### config.mk
export PLATFORM = sky130hd
export DESIGN_NAME = shift_mul_add
export DESIGN_NICKNAME = d
export VERILOG_FILES = /design/src/rtl/shift_mul_add.sv
export SDC_FILE = /design/constraint.sdc
export NUM_CORES = 1
export LEC_CHECK = 0
export BUFFER_PORTS_ARGS = -buffer_cell sky130_fd_sc_hd__buf_2
export CORE_UTILIZATION = 28
export CTS_CLUSTER_SIZE = 24
export DETAILED_ROUTE_END_ITERATION = 10
export GPL_TIMING_DRIVEN = 0
export SLEW_MARGIN = 20
export SYNTH_ARGS = -nofsm -noshare
export SYNTH_HDL_FRONTEND = slang
export SYNTH_SLANG_ARGS = --single-unit
export TNS_END_PERCENT = 50
### constraint.sdc
create_clock -name clk -period 1.7 [get_ports clk]
set_clock_uncertainty 0.1 [all_clocks]
set_input_delay 0.255 -clock clk [delete_from_list [all_inputs] [get_ports clk]]
set_output_delay 0.255 -clock clk [all_outputs]
set_load 0.01 [all_outputs]
### src/rtl/shift_mul_add.sv
// Sequential shift-add multiplier with addend: product = multiplicand * multiplier + addend.
// Processes one multiplier bit per ADD/SHIFT pair, using the same start/done handshake as the shift divider.
module shift_mul_add #(
    parameter int WIDTH = 4
) (
    input  logic                 clk,
    input  logic                 rstn,
    input  logic                 start,
    input  logic [WIDTH-1:0]     multiplicand,
    input  logic [WIDTH-1:0]     multiplier,
    input  logic [WIDTH-1:0]     addend,
    output logic [2*WIDTH-1:0]   product,
    output logic                 busy,
    output logic                 done
);

    localparam int CNT_W = $clog2(WIDTH + 1);
    localparam logic [CNT_W-1:0] LAST_BIT = CNT_W'(WIDTH - 1);

    typedef enum logic [2:0] {
        IDLE,
        ADD,
        SHIFT,
        ACC,
        END
    } state_t;

    state_t           state;
    state_t           state_next;
    logic [WIDTH-1:0] a_r;
    logic [WIDTH-1:0] c_r;
    logic [WIDTH:0]   hi;
    logic [WIDTH-1:0] lo;
    logic [CNT_W-1:0] cnt;
    logic             zero_r;

    always_ff @(posedge clk or negedge rstn) begin
        if (!rstn) begin
            state <= IDLE;
        end else begin
            state <= state_next;
        end
    end

    always_comb begin
        state_next = state;
        case (state)
            IDLE: begin
                if (start) begin
                    state_next = (multiplicand == '0 || multiplier == '0) ? ACC : ADD;
                end
            end
            ADD:     state_next = SHIFT;
            SHIFT:   state_next = (cnt == LAST_BIT) ? ACC : ADD;
            ACC:     state_next = END;
            END:     state_next = IDLE;
            default: state_next = IDLE;
        endcase
    end

    always_ff @(posedge clk or negedge rstn) begin
        if (!rstn) begin
            a_r     <= '0;
            c_r     <= '0;
            hi      <= '0;
            lo      <= '0;
            cnt     <= '0;
            zero_r  <= 1'b0;
            product <= '0;
            done    <= 1'b0;
        end else begin
            done <= (state == END);
            case (state)
                IDLE: begin
                    if (start) begin
                        a_r    <= multiplicand;
                        c_r    <= addend;
                        lo     <= multiplier;
                        hi     <= '0;
                        cnt    <= '0;
                        zero_r <= (multiplicand == '0 || multiplier == '0);
                    end
                end
                ADD: begin
                    if (lo[0]) begin
                        hi <= hi + {1'b0, a_r};
                    end
                end
                SHIFT: begin
                    // Right shift of the {hi,lo} pair; zero enters the carry bit.
                    hi  <= {1'b0, hi[WIDTH:1]};
                    lo  <= {hi[0], lo[WIDTH-1:1]};
                    cnt <= cnt + 1'b1;
                end
                ACC: begin
                    if (zero_r) begin
                        product <= {{WIDTH{1'b0}}, c_r};
                    end else begin
                        product <= {hi[WIDTH-1:0], lo} + {{WIDTH{1'b0}}, c_r};
                    end
                end
                default: begin
                end
            endcase
        end
    end

    assign busy = (state != IDLE);

endmodule

==> run metrics <==
initial antenna violation count 0; number of global-route vias before repair 1338; Compound-Gate Fraction of Synth Area 0.175; Post-synth EDFFs 0; CP max FO 3; Final Wtd Congestion 0.738; clock root buffer master clkbuf_8; actual slew at the worst max-slew pin 0.717 ns; Sink Count 33; synthesis-stage register bit count 33; TNS Setup -0.304 ns; most common cell after layout, fill and taps aside dfrtp_1; # setup viols final 5; Setup CP Type reg -> reg; via count 1464; max cap viols 0; htree depth 2; 1st-iter DRT viols 51; post-synthesis cell count 174; routed length per instance 14.1 um; layout cell share with drive strength beyond 1 0.339; largest family of logic cells by synthesized area compound AO/OA/AOI/OAI gates; Die Span Y 82.1 um; routed wire length 4.12 mm; # diodes 0; Layout Cells excl Fill 293; period utilization 1.06; Slew Viols, Final 0; total global routing overflow 0; Worst VDD drop 0.893 mV; worst-skew pair later-pin latency 0.29 ns; Port Buffers 24; PwrDens 2020 nW/um^2; mean area per synthesized cell 10.3 um^2; critical path startpoint category register; largest net degree at the start of global routing 34; CTS tree built; Core Area 6060 um^2; CTS buffer count 5; Worst slew margin 0.522; global-route wire length before repair 6.47 mm; violated checks negative setup slack; Die Span X 82.1 um; Detailed Routing Iterations Pass 1 4; most frequent cells in the layout dfrtp_1, buf_2, nand2_1; async set-reset flop share out of synthesis 1.00; mux cell area share after synthesis 0.0606; Mapped Area 1800 um^2; HPWL Detailed 2.73 mm; worst hold path type in -> reg; Tot Pwr 4.74 mW; Post-Synth XOR/XNOR Area 0.0146; Initial Util 0.296; Layout area overhead 30.6%; Inst Count DP 273; Synth cell types 45; Setup crit end kind register; Final Hold Viols 0; Vias/cell 5.00; final net count 244; status finished with violations; Worst EP required 1.83 ns; crit path DAT 1.93 ns; LEAKAGE 1.09 nW; gr usage total 0.131; worst-case clock buffer depth 2; Worst-path clk slew 0.07 ns; Ports 25; top_reg_cell synth dfrtp_1; Final WS setup -0.103 ns; minimum clock period 1.80 ns; yosys warns 0; Post-DRT Antenna Nets 0; Synth Area in Adders 0.0919; RSZ-0062 raised after global routing true; fraction of the mapped netlist area in simple logic gates 0.158; die area 6740 um^2; Core Rows 28; fmax 555 MHz; Synthesized Nets 201; sequential cell area fraction in the yosys report 0.460; DRC violations left 0
-- synthesized netlist by cell type (2+ instances only) --
cell type  number  area, um^2
a21o_1          4        30.0
a21oi_1         6        30.0
a22oi_1         7        52.6
and3_1          2        12.5
buf_2           2        10.0
clkbuf_1        3        11.3
dfrtp_1        33         826
fa_1            2        40.0
ha_1           10         125
inv_1           7        26.3
mux2_2          7        78.8
mux2i_1         3        30.0
nand2_1        23        86.3
nand2b_1        2        12.5
nand3_1         2        10.0
nand3b_1        3        22.5
nor2_1          7        26.3
nor2b_1         2        12.5
nor3_1          3        15.0
nor3b_1         2        15.0
nor4_1          3        18.8
o21a_1          2        15.0
o21ai_0        13        65.1
o21bai_1        2        15.0
o31ai_1         3        22.5
xor2_1          2        17.5
-- cells by family after synthesis --
logic type / count (synthesis)
multiplexers: 10
flip-flops: 33
AND/OR/NAND/NOR: 54
AO/OA/AOI/OAI: 47
buffers and inverters: 15
adder cells (fa/ha/maj): 12
XOR/XNOR: 3
-- state kept, by name (all words and copies together), names as in the netlist --
register  cells
c_r           4
hi            5
zero_r        1
product       8
state         3
a_r           4
lo            4
cnt           3
done          1
-- path summary, 6_finish.rpt --
| check | cells past startpoint | slack (ns) | endpoint | start |
|---|---|---|---|---|
| max | 5 | -0.10 | product[5] | c_r[1] |
| min | 3 | 0.07 | c_r[1] | addend[1] |
| max reg2reg | 5 | -0.10 | product[5] | c_r[1] |
| min reg2reg | 2 | 0.38 | product[0] | product[0] |
| max in group asynchronous | 2 | 0.58 | cnt[2] | rstn |
| min in group asynchronous | 2 | 0.46 | product[0] | rstn |
-- what timing repair did --
action,CTS,global route
pin swaps,4,8
resized for setup,8,16
hold endpoints to repair,33,0
buffers inserted,5,6
setup endpoints to repair,23,23
hold buffers,1,0
gates cloned,0,0
-- per-layer routing --
layer / routed length [um] / up-vias / global-route usage
li1: - / 714 / -
met1: 1960 / 715 / 0.185
met5: 0 / - / 0
met2: 1920 / 27 / 0.185
met3: 163 / 8 / 0.0341
met4: 80 / 0 / 0.0579
-- report_power, final --
group	internal [mW]	leakage [nW]	total [mW]	switching, mW
combinational	1.23	0.609	2.49	1.26
clock	0.478	0.0585	0.768	0.290
sequential	1.14	0.421	1.48	0.332
total	2.86	1.09	4.74	1.88
-- stage by stage --
step / util / cell area, um^2 / hold slack, ns / setup WS (ns)
after floorplan: - / 1800 / -0.141 / 0.0148
after global placement: 0.333 / 2020 / 0.259 / -0.217
after detailed placement: 0.333 / 2020 / 0.267 / -0.265
after CTS: 0.363 / 2200 / 0.0636 / -0.175
after global routing: 0.387 / 2350 / 0.100 / -0.177
final: 0.387 / 2350 / 0.0710 / -0.103
-- cell type report --
type / count / area, um^2
inverter: 7 / 26.3
buffer: 8 / 51.3
fill: 611 / 3710
clock inverter: 1 / 30.0
tap: 75 / 93.8
multi-input combinational: 126 / 1010
sequential: 33 / 826
clock buffer: 7 / 86.3
timing repair buffer: 36 / 225
-- worst max-delay path, cell delays in order, from the launching register on --
cell	delay, ns
dfrtp_1	0.41
ha_1	0.34
a211oi_2	0.26
o21bai_2	0.14
a2111oi_4	0.36
a211o_1	0.13
(Power assumes the default switching activity.)
